**config.mk**
```make
export PLATFORM = sky130hd
export DESIGN_NAME = pwm8_meas
export DESIGN_NICKNAME = d
export VERILOG_FILES = /design/src/rtl/pwm_pkg.sv /design/src/rtl/sync_edge.sv /design/src/rtl/pwm8_meas.sv
export SDC_FILE = /design/constraint.sdc
export NUM_CORES = 1
export LEC_CHECK = 0
export ABC_AREA = 1
export BUFFER_PORTS_ARGS = -buffer_cell sky130_fd_sc_hd__clkbuf_2
export CAP_MARGIN = 25
export CORE_ASPECT_RATIO = 1.2
export CORE_MARGIN = 2
export CORE_UTILIZATION = 44
export CTS_CLUSTER_DIAMETER = 100
export DETAILED_ROUTE_END_ITERATION = 8
export GPL_TIMING_DRIVEN = 0
export PLACE_DENSITY = 0.66
export SLEW_MARGIN = 30
export SYNTH_ARGS = -nofsm -noshare
export SYNTH_HDL_FRONTEND = slang
export SYNTH_HIERARCHICAL = 1
export SYNTH_SLANG_ARGS = --single-unit
```
**constraint.sdc**
```tcl
create_clock -name clk -period 3.7 [get_ports clk]
set_input_delay 0.185 -clock clk [delete_from_list [all_inputs] [get_ports clk]]
set_output_delay 0.185 -clock clk [all_outputs]
set_load 0.02 [all_outputs]
```
**src/rtl/pwm_pkg.sv**
```systemverilog
// Shared PWM link definitions: the default period and the measurement FSM states.
package pwm_pkg;

  localparam int PWM_PERIOD = 256;

  typedef enum logic [1:0] {
    SYNC,
    HIGH,
    LOW
  } pwm_meas_state_t;

endpackage

```
**src/rtl/sync_edge.sv**
```systemverilog
// Two-flop synchronizer for an asynchronous input, followed by one more
// register so that rising and falling edges can be detected on the clean level.
module sync_edge (
  input  logic clk,
  input  logic rst,
  input  logic sig,
  output logic level,
  output logic rise,
  output logic fall
);

  logic meta_reg;
  logic sync_reg;
  logic prev_reg;

  always_ff @(posedge clk or posedge rst) begin
    if (rst) begin
      meta_reg <= 1'b0;
      sync_reg <= 1'b0;
      prev_reg <= 1'b0;
    end else begin
      meta_reg <= sig;
      sync_reg <= meta_reg;
      prev_reg <= sync_reg;
    end
  end

  assign level = sync_reg;
  assign rise  = sync_reg & ~prev_reg;
  assign fall  = ~sync_reg & prev_reg;

endmodule

```
**src/rtl/pwm8_meas.sv**
```systemverilog
// PWM duty-cycle receiver: times each full period rise-to-rise, reports the high
// time when the period matches, and falls back to a stuck-level verdict on timeout.
module pwm8_meas
  import pwm_pkg::*;
#(
  parameter int PERIOD  = PWM_PERIOD,
  parameter int TIMEOUT = 2 * PERIOD,
  parameter int DW      = $clog2(PERIOD)
) (
  input  logic          clk,
  input  logic          rst,
  input  logic          PWM_in,
  output logic [DW-1:0] duty,
  output logic          valid,
  output logic          period_err,
  output logic          stuck
);

  localparam int CW = $clog2(TIMEOUT) + 1;
  localparam logic [CW-1:0] CNT_MAX    = '1;
  localparam logic [CW-1:0] CNT_ONE    = CW'(1);
  localparam logic [CW-1:0] TIMEOUT_C  = CW'(TIMEOUT);
  localparam logic [CW-1:0] TIMEOUT_M1 = CW'(TIMEOUT - 1);
  localparam logic [CW:0]   PERIOD_T   = (CW + 1)'(PERIOD);

  logic level;
  logic rise;
  logic fall;

  sync_edge u_sync_edge (
    .clk   (clk),
    .rst   (rst),
    .sig   (PWM_in),
    .level (level),
    .rise  (rise),
    .fall  (fall)
  );

  pwm_meas_state_t state_reg;
  logic [CW-1:0]   high_cnt_reg;
  logic [CW-1:0]   low_cnt_reg;
  logic [CW-1:0]   idle_cnt_reg;

  logic          edge_seen;
  logic          timeout_hit;
  logic [CW:0]   total;

  function automatic logic [CW-1:0] sat_inc(input logic [CW-1:0] v);
    return (v == CNT_MAX) ? v : v + CNT_ONE;
  endfunction

  assign edge_seen   = rise | fall;
  // Fires only on the step into TIMEOUT; the counter then parks there, so no repeat.
  assign timeout_hit = !edge_seen && (idle_cnt_reg == TIMEOUT_M1);
  assign total       = {1'b0, high_cnt_reg} + {1'b0, low_cnt_reg};

  always_ff @(posedge clk or posedge rst) begin
    if (rst) begin
      state_reg    <= SYNC;
      high_cnt_reg <= '0;
      low_cnt_reg  <= '0;
      idle_cnt_reg <= '0;
      duty         <= '0;
      valid        <= 1'b0;
      period_err   <= 1'b0;
      stuck        <= 1'b0;
    end else begin
      valid      <= 1'b0;
      period_err <= 1'b0;

      if (edge_seen) begin
        idle_cnt_reg <= '0;
        stuck        <= 1'b0;
      end else if (timeout_hit) begin
        idle_cnt_reg <= TIMEOUT_C;
      end else if (idle_cnt_reg != TIMEOUT_C) begin
        idle_cnt_reg <= sat_inc(idle_cnt_reg);
      end

      if (timeout_hit) begin
        duty      <= level ? '1 : '0;
        valid     <= 1'b1;
        stuck     <= 1'b1;
        state_reg <= SYNC;
      end else begin
        case (state_reg)
          SYNC: begin
            if (rise) begin
              high_cnt_reg <= CNT_ONE;
              state_reg    <= HIGH;
            end
          end
          HIGH: begin
            if (fall) begin
              low_cnt_reg <= CNT_ONE;
              state_reg   <= LOW;
            end else begin
              high_cnt_reg <= sat_inc(high_cnt_reg);
            end
          end
          LOW: begin
            if (rise) begin
              // A matching total implies low_cnt >= 1, so high_cnt always fits in DW bits.
              if (total == PERIOD_T) begin
                duty  <= high_cnt_reg[DW-1:0];
                valid <= 1'b1;
              end else begin
                period_err <= 1'b1;
              end
              high_cnt_reg <= CNT_ONE;
              state_reg    <= HIGH;
            end else begin
              low_cnt_reg <= sat_inc(low_cnt_reg);
            end
          end
          default: state_reg <= SYNC;
        endcase
      end
    end
  end

endmodule

```
==> results of run 1 <==
## layout by cell type, fill, tap and decap left out, types with 2 or more instances in the layout
cell	instances
xnor2_1	3
buf_6	2
nand3_2	2
inv_1	78
ha_1	14
nor2_4	3
nand3_1	32
nand3b_1	4
a41oi_1	2
nor2_1	28
o21ai_2	9
o21ai_0	12
inv_2	6
and3_1	2
nor4_1	3
a21oi_1	23
nand2_1	100
nor2_2	4
nand2_2	3
clkbuf_2	13
dfrtp_1	46
dlygate4sd3_1	2
clkbuf_8	5
nand4_1	13
o21ai_1	3
xor2_1	5
nor3_1	15
## routing by layer
metal | vias up | global-route usage
met4 | 0 | 0.05650
met3 | 8 | 0.03283
met1 | 1241 | 0.2559
li1 | 1421 | -
met2 | 44 | 0.2975
met5 | - | 0
## cells by family (layout without fill, tap and decap cells)
family                     Yosys count  after routing  synth area share
AOI/OAI and AO/OA                   52             52           0.09920
and+or+nand+nor                    217            217            0.3372
adders and majority gates           15             15           0.06240
buffers and inverters               88            112            0.1108
DFF                                 46             46            0.3680
xor gates and xnor gates             8              8           0.02240
## how the worst max path moves through the flow
stage	slack (ps)	endpoint	from	cells after the start
detailed placement	1180	duty[2]	low_cnt_reg[0]	14
global route	920	duty[1]	low_cnt_reg[0]	14
finish	1150	duty[2]	low_cnt_reg[0]	14
floorplan	1520	duty[0]	low_cnt_reg[0]	14
CTS	1140	duty[2]	low_cnt_reg[0]	14
global placement	1170	duty[2]	low_cnt_reg[0]	14
## area by class of cell
| class | instances | area share |
|---|---|---|
| timing repair buffer | 16 | 0.03038 |
| clock inverter | 3 | 0.01410 |
| inverter | 84 | 0.09114 |
| sequential | 46 | 0.3327 |
| buffer | 4 | 0.009042 |
| tap | 87 | 0.03146 |
| clock buffer | 5 | 0.01989 |
| multi-input combinational | 292 | 0.4712 |
## stage by stage
stage / util / instance area (sq um) / total power, mW
global route: 0.5047 / 3460 / 1.566
CTS: 0.5047 / 3460 / 1.476
floorplan: - / 3128 / 0.9582
detailed placement: 0.4847 / 3322 / 1.071
global placement: 0.4817 / 3302 / 1.060
finish: 0.5047 / 3460 / 1.461
## critical path, cell delays in order, from the launching register on
cell and delay, ps:
dfrtp_1 490, ha_1 310, fa_1 450, nor2_1 110, nand2_1 50, nor2_1 100, nand3_1 90, nor2_1 110
nand3_1 130, nor2_2 170, nand3_4 150, nand2_4 130, nand2_1 60, nand2_1 60, inv_1 40
## power breakdown
group | switching, mW | internal, mW | leakage (nW) | total, mW
sequential | 0.0664 | 0.546 | 0.623 | 0.612
combinational | 0.293 | 0.162 | 1.13 | 0.455
clock | 0.188 | 0.206 | 0.0563 | 0.394
total | 0.547 | 0.914 | 1.81 | 1.46
## what timing repair did
action	in CTS	in global routing
resized for setup	0	0
setup buffers	0	0
endpoints found under the hold margin	18	0
hold buffers	2	0
==> reports/summary.txt, run 1 <==
Die width -> 80.97 microns
Reg area -> 1151 sq um
CTS Sinks -> 46
Actual slew at the worst max-slew pin -> 439.8 ps
Multi-input logic area -> 1630 sq um
Leakage power total -> 1.807 nW
Area leader, netlist -> dfrtp_1
Worst-skew pair later-pin latency -> 310 ps
DIE AREA -> 7803 sq um
R2r setup slk -> 1150 ps
# IOs -> 14
Synthesized cell area -> 3128 sq um
Die Ht -> 96.37 microns
Max-Cap Viols -> 0
Fraction of layout cells with a size suffix above 1 -> 0.1333
Post-synth cell types -> 38
Startpoint Class -> register
Top-count cell post-synth -> nand2_1
Initial antenna violation count -> 0
FP Rows -> 33
Top cells by area, synth -> dfrtp_1, nand2_1, inv_1
Mapped Nets -> 444
Setup ws final -> 1153 ps
Register area share after synthesis -> 0.3680
Gr usage total -> 0.1859
Global placement routability congestion -> 0.8684
TritonCTS clock tree -> yes
Layout Cells excl Fill -> 537
First-pass GRT wire length -> 11260 microns
Kind of critical path -> reg -> reg
Post-Place Cells -> 527
Root Driver -> clkbuf_8
Max Slew Vio Count -> 0
# setup viols final -> 0
Yosys warns -> 6
Final Cycle Share -> 0.6885
Reg-to-reg critical path endpoint -> duty[2]
Number of global-route vias before repair -> 2471
H-tree depth -> 2
Synth top area share -> 0.3680
Final min period -> 2547 ps
Count of final hold-check violations -> 0
Antenna fix cells -> 0
IR Drop Worst-Case VDD -> 168.5 uV
# DRC -> 0
Core area -> 6854 sq um
Port Buffers -> 13
Worst slack, placed -> 1182 ps
TritonCTS Buffers -> 5
Via/cell ratio -> 5.054
Post-synth EDFFs -> 0
Layout area overhead -> 10.60%
Largest net degree at the start of global routing -> 30
Worst Hold Class -> in -> async
RSZ-0062 raised after global routing -> false
Dpl hpwl -> 5203 microns
TNS Setup -> 0 ps
Mean Syn Cell Area -> 7.343 sq um
Initial Util -> 0.4564
WHS -> 290.3 ps
Metal-1 WL -> 3264 microns
CP endpoint kind -> register
Final net count -> 467
Final ANT Viol Nets -> 0
Mean routed wirelength per cell -> 12.46 microns
Max Root-Sink Buffers -> 2
Post-synthesis sequential element count -> 46
Worst Reg-to-Reg Cells -> 14
Async S/R FF share, synth -> 1.000
Launching point of the worst reg2reg path -> low_cnt_reg[0]
Outcome -> finished, final reports clean
Overflow after GRT -> 0
Detailed Route WL -> 6691 microns
Synth cell count leaders -> nand2_1, inv_1, dfrtp_1
Mapped Cells -> 426
Via Count -> 2714
Met2 wire length -> 3116 microns
FILL cells -> 689
Clk_skew -> 12.84 ps
Rel. slew slack -> 0.7046
CP max FO -> 9
1st-iter DRT viols -> 165
Data required, critical path -> 3900 ps
Worst EP arrival -> 2750 ps
Max frequency -> 392.6 MHz
Drt first pass iters -> 4
Routed wl met3 -> 234 microns
Pwr/cell area -> 422.4 nW/um^2
Clock transition at path regs -> 90 ps
Primary FF master, synth -> dfrtp_1
Top layer in use -> met4
(Power assumes the default switching activity.)
==> run 2: changes to the inputs <==
Settings changed: ABC_AREA 1 to 0, PLACE_DENSITY 0.66 to 0.67.
Clock period 3.7 ns to 2.4 ns, I/O delays scaled along.
==> reports/summary.txt, run 2 <==
Outcome -> finished, violations left
Violated checks -> negative setup slack
Mapped Cells -> 272
Rel. slew slack -> 0.5234
TritonCTS Buffers -> 5
# DRC -> 0
Max Root-Sink Buffers -> 2
Synth cell count leaders -> dfrtp_1, nor2_1, nand2_1
H-tree depth -> 2
Fraction of layout cells with a size suffix above 1 -> 0.1733
Gr usage total -> 0.1840
Detailed Route WL -> 5569 microns
Final min period -> 3088 ps
Clk_skew -> 13.40 ps
Synthesized cell area -> 2665 sq um
CP max FO -> 8
Largest net degree at the start of global routing -> 26
Max-Cap Viols -> 0
Initial Util -> 0.4491
Number of global-route vias before repair -> 1988
Worst-skew pair later-pin latency -> 310 ps
Die Ht -> 89.26 microns
Met2 GRT Util -> 0.3078
First-pass GRT wire length -> 9418 microns
Launching point of the worst reg2reg path -> high_cnt_reg[0]
Actual slew at the worst max-slew pin -> 713.3 ps
Final ANT Viol Nets -> 0
Dpl hpwl -> 4044 microns
Max frequency -> 323.8 MHz
1st-iter DRT viols -> 95
Port Buffers -> 13
Layout area overhead -> 14.60%
Top-count cell post-synth -> dfrtp_1
Commonest non-fill, non-tap cell in the layout -> dfrtp_1
Core area -> 5934 sq um
# IOs -> 14
FILL cells -> 558
Data required, critical path -> 2600 ps
TNS Setup -> -5736 ps
Most frequent cells in the layout -> dfrtp_1, nor2_1, nand2_1, nand3_1
Post-synth EDFFs -> 0
GR peak layer -> met2
Antenna fix cells -> 0
Post-synthesis sequential element count -> 46
Overflow after GRT -> 0
TritonCTS clock tree -> yes
Kind of critical path -> reg -> reg
Startpoint Class -> register
Mean Syn Cell Area -> 9.798 sq um
CP endpoint kind -> register
# setup viols final -> 10
Final net count -> 317
DIE AREA -> 6698 sq um
Final Cycle Share -> 1.287
Max Slew Vio Count -> 0
Setup ws final -> -687.9 ps
Global placement routability congestion -> 0.8411
R2r setup slk -> -690 ps
Area leader, netlist -> dfrtp_1
Grt met3 use -> 0.03720
Worst Hold Class -> in -> async
Yosys warns -> 6
Leakage power total -> 1.351 nW
Die width -> 75.05 microns
Drt first pass iters -> 4
Root Driver -> clkbuf_8
IR Drop Worst-Case VDD -> 319.5 uV
Async S/R FF share, synth -> 1.000
Critical path launch point -> high_cnt_reg[0]
Worst slack, placed -> -807.6 ps
Initial antenna violation count -> 0
Clock transition at path regs -> 100 ps
Top cells by area, synth -> dfrtp_1, ha_1, nor2_1
Synth top area share -> 0.4319
Primary FF master, synth -> dfrtp_1
Via/cell ratio -> 5.479
WHS -> 220.4 ps
Final Core Density -> 0.5147
Final cell area excluding filler cells -> 3054 sq um
DP Area -> 2855 sq um
Mean routed wirelength per cell -> 14.58 microns
Via Count -> 2093
Mapped Nets -> 290
FP Rows -> 31
Pwr/cell area -> 677.7 nW/um^2
Met1 Usage GRT -> 0.2376
Worst EP arrival -> 3290 ps
RSZ-0062 raised after global routing -> true
Count of final hold-check violations -> 0
Post-synth cell types -> 54
CTS Sinks -> 46
Register area share after synthesis -> 0.4319
==> run 2: changes by cell type after synthesis, moves of 5 or more <==
cell and change:
nand4_1 -7, nor2_1 +10, nor3_1 -9, nand2_1 -75
a21oi_1 -12, nand3_1 -18, inv_1 -68, o21ai_2 -8
xnor2_1 +7, a221o_1 +8, inv_2 -5
==> run 2: timing repair <==
action / in CTS / in global routing
setup endpoints to repair: 21 / 18
pin swaps: 3 / 4
gates resized for setup: 5 / 5
hold buffers: 2 / 0
endpoints found under the hold margin: 22 / 0
setup buffers: 3 / 1
==> run 2: kinds of logic after synthesis <==
| group | synth area share |
|---|---|
| fa+ha+maj | 0.07324 |
| mux | 0.01549 |
| compound gates | 0.1653 |
| xor+xnor | 0.05587 |
| simple gates | 0.2310 |
| buf+inv | 0.02723 |
| flops | 0.4319 |
==> run 2: area by class of cell <==
class                      count  area (sq um)  share of cell area
buffer                         6         31.28             0.01024
clock buffer                   5         68.82             0.02253
clock inverter                 3         25.02            0.008193
inverter                      11         41.29             0.01352
multi-input combinational    209          1498              0.4904
sequential                    46          1152              0.3773
tap                           82         102.6             0.03359
timing repair buffer          20         135.1             0.04424
==> run 2: worst max-delay path, stage by stage (launching register included) <==
cell and delay (ps):
dfrtp_2 450, ha_4 170, fa_1 420, or4_4 440, a2111oi_4 230, o21ai_2 120
nor4b_4 250, nor4b_4 360, a31oi_4 190, a221o_1 350
==> run 2: stage by stage <==
stage,total power [mW],instances
floorplan,1.379,272
global placement,1.493,367
detailed placement,1.510,368
CTS,2.079,381
global route,2.224,382
finish,2.070,382
==> run 2: path summary, 6_finish.rpt <==
check                                       end  depth (start not counted)
setup reg to reg                        duty[6]                          9
setup / recovery                        duty[6]                          9
max in group asynchronous       high_cnt_reg[0]                          4
hold / removal             u_sync_edge/prev_reg                          3
min in group clk              u_sync_edge/level                          0
hold reg to reg               u_sync_edge/level                          0
==> run 2: report_power, final <==
part           switching (mW)  internal [mW]  total, mW
logic                   0.326          0.310      0.636
registers              0.0983          0.837      0.936
clock network           0.287          0.211      0.498
total                   0.712           1.36       2.07
==> run 2: per-layer routing <==
| metal | routed length, microns | up-vias |
|---|---|---|
| met2 | 2853 | 35 |
| met1 | 2494 | 1000 |
| met5 | 0 | - |
| met4 | 72 | 0 |
| met3 | 149 | 8 |
| li1 | - | 1050 |
==> run 3: changes to the inputs <==
Settings changed: CELL_PAD_IN_SITES_DETAIL_PLACEMENT from default to 2, CELL_PAD_IN_SITES_GLOBAL_PLACEMENT from default to 2, CORE_UTILIZATION 44 to 39, PLACE_DENSITY 0.67 to 0.85, SLEW_MARGIN 30 to 20, SYNTH_HIERARCHICAL 1 to default.
==> reports/summary.txt, run 3 <==
Outcome -> finished, violations left
Violated checks -> negative setup slack
FILL cells -> 740
Reg-to-reg critical path endpoint -> duty[6]
Crit path max-delay cell type -> or4_4
First-pass GRT wire length -> 13890 microns
Final ANT Viol Nets -> 0
Clk_skew -> 4.120 ps
Rel. slew slack -> 0.5566
Post-synthesis sequential element count -> 46
# DRC -> 0
Actual slew at the worst max-slew pin -> 662.6 ps
Die Ht -> 95.72 microns
Yosys warns -> 0
Max frequency -> 338.7 MHz
Primary FF master, synth -> dfrtp_1
Top cells by area, synth -> dfrtp_1, ha_1, xor2_1
DIE AREA -> 7698 sq um
Root Driver -> clkbuf_8
Detailed Route WL -> 8521 microns
Critical path launch point -> high_cnt_reg[0]
Dpl hpwl -> 5845 microns
Worst-skew pair later-pin latency -> 300 ps
Max Slew Vio Count -> 0
Mapped Cells -> 286
Area leader, netlist -> dfrtp_1
Tot Pwr -> 2.343 mW
Port Buffers -> 13
Final Cycle Share -> 1.230
R2r setup slk -> -550 ps
Data required, critical path -> 2590 ps
Post-synth EDFFs -> 0
Number of global-route vias before repair -> 2679
Die width -> 80.43 microns
FP Rows -> 33
Leakage power total -> 1.461 nW
Max-Cap Viols -> 0
Largest net degree at the start of global routing -> 29
Kind of critical path -> reg -> reg
Pwr/cell area -> 744.7 nW/um^2
Layout area overhead -> 15.10%
Synth cell count leaders -> dfrtp_1, nor2_1, nand2_1
Setup ws final -> -552.4 ps
Gr usage total -> 0.2375
Via Count -> 2355
Clock transition at path regs -> 80 ps
Post-Place Cells -> 387
TritonCTS Buffers -> 5
Fraction of layout cells with a size suffix above 1 -> 0.1746
# IOs -> 14
Worst Hold Class -> reg -> reg
H-tree depth -> 2
Worst EP arrival -> 3140 ps
Core area -> 6813 sq um
Final min period -> 2952 ps
Worst Reg-to-Reg Cells -> 9
TNS Setup -> -4589 ps
RSZ-0062 raised after global routing -> true
Antenna fix cells -> 0
Launching point of the worst reg2reg path -> high_cnt_reg[0]
Register area share after synthesis -> 0.4211
Synthesized cell area -> 2734 sq um
Initial Util -> 0.4013
Final net count -> 335
IR Drop Worst-Case VDD -> 377.2 uV
Initial antenna violation count -> 0
TritonCTS clock tree -> yes
Critical Path, Cell by Cell -> ha_4, fa_2, or4_4, a21oi_2, o2111ai_2, nor2_1, and4_4, a41oi_4, a221o_1
Overflow after GRT -> 0
Global placement routability congestion -> 0.8436
Max Root-Sink Buffers -> 2
Async S/R FF share, synth -> 1.000
Top-count cell post-synth -> dfrtp_1
Layout Cells excl Fill -> 402
Startpoint Class -> register
Mapped Nets -> 306
CTS Sinks -> 46
# setup viols final -> 10
Post-synth cell types -> 58
CP peak stage delay -> 500 ps
Synth top area share -> 0.4211
Worst setup path endpoint -> duty[6]
CP max FO -> 5
Most frequent cells in the layout -> dfrtp_1, nor2_1, nand2_1, nand3_1, o21ai_0
1st-iter DRT viols -> 107
Mean Syn Cell Area -> 9.559 sq um
CP endpoint kind -> register
Via/cell ratio -> 5.858
Drt first pass iters -> 4
Count of final hold-check violations -> 0
Commonest non-fill, non-tap cell in the layout -> dfrtp_1
Mean routed wirelength per cell -> 21.20 microns
## run 3: changes by cell type after synthesis, sizes merged, moves of 4 or more
cell	delta
nor2	-6
xnor2	-8
nand2b	+4
nand3	+4
xor2	+7
o21ai	+6
nand2	-4
nor4b	-4
## run 3: stage by stage
stage / hold slack, ps / setup slack (ps) / util / instance area (sq um)
floorplan: 151.4 / -262.5 / - / 2736
global placement: 231.2 / -498.6 / 0.4272 / 2910
detailed placement: 131.9 / -665.2 / 0.4301 / 2930
CTS: 355.4 / -497.9 / 0.4564 / 3109
global route: 372.7 / -622.5 / 0.4619 / 3147
finish: 354.1 / -552.4 / 0.4619 / 3147
## run 3: critical path, delay by kind of cell (launching register included)
family | cells | cell delay [ps]
AND/OR/NAND/NOR | 3 | 930
AO/OA/AOI/OAI | 4 | 860
adder cells (fa/ha/maj) | 2 | 590
flip-flops | 1 | 450
## run 3: kinds of logic after synthesis
group / after synthesis / share of synthesized area
xor+xnor: 16 / 0.05126
simple gates: 115 / 0.2206
flops: 46 / 0.4211
compound gates: 68 / 0.1826
fa+ha+maj: 17 / 0.08055
buf+inv: 20 / 0.02929
mux: 4 / 0.01465
## run 3: where the power goes
part,total [mW],switching (mW),internal [mW]
sequential,0.962,0.120,0.843
clock,0.461,0.260,0.201
combinational,0.920,0.517,0.403
total,2.34,0.897,1.45
## run 3: worst min path at each step
stage | slack [ps] | cells past startpoint | start | endpoint
floorplan | 150 | 0 | PWM_in | u_sync_edge.meta_reg
global placement | 230 | 1 | PWM_in | u_sync_edge.meta_reg
detailed placement | 130 | 2 | rst | high_cnt_reg[3]
CTS | 360 | 3 | rst | high_cnt_reg[3]
global route | 370 | 0 | u_sync_edge.meta_reg | u_sync_edge.level
finish | 350 | 0 | u_sync_edge.meta_reg | u_sync_edge.level
## run 3: cell type report
cell class                 count  area [sq um]  area share
buffer                         6         30.03    0.009543
clock buffer                   7         76.32     0.02425
sequential                    46          1152      0.3662
inverter                      14         52.55     0.01670
tap                           87         108.9     0.03459
multi-input combinational    221          1584      0.5034
timing repair buffer          21         142.6     0.04533
## run 3: per-layer routing
| layer | vias up | wire length, microns | GRT usage |
|---|---|---|---|
| met5 | - | 0 | 0 |
| met4 | 0 | 221 | 0.08475 |
| met3 | 18 | 180 | 0.03002 |
| met2 | 28 | 4471 | 0.4319 |
| met1 | 1205 | 3647 | 0.2873 |
| li1 | 1104 | - | - |
## run 3: what timing repair did
| item | CTS | global route |
|---|---|---|
| endpoints found under the setup margin | 10 | 22 |
| gates resized for setup | 9 | 10 |
| buffers inserted | 4 | 1 |
| hold buffers | 2 | 0 |
| endpoints found under the hold margin | 19 | 0 |
| cloned | 1 | 0 |
| pin swaps | 9 | 5 |
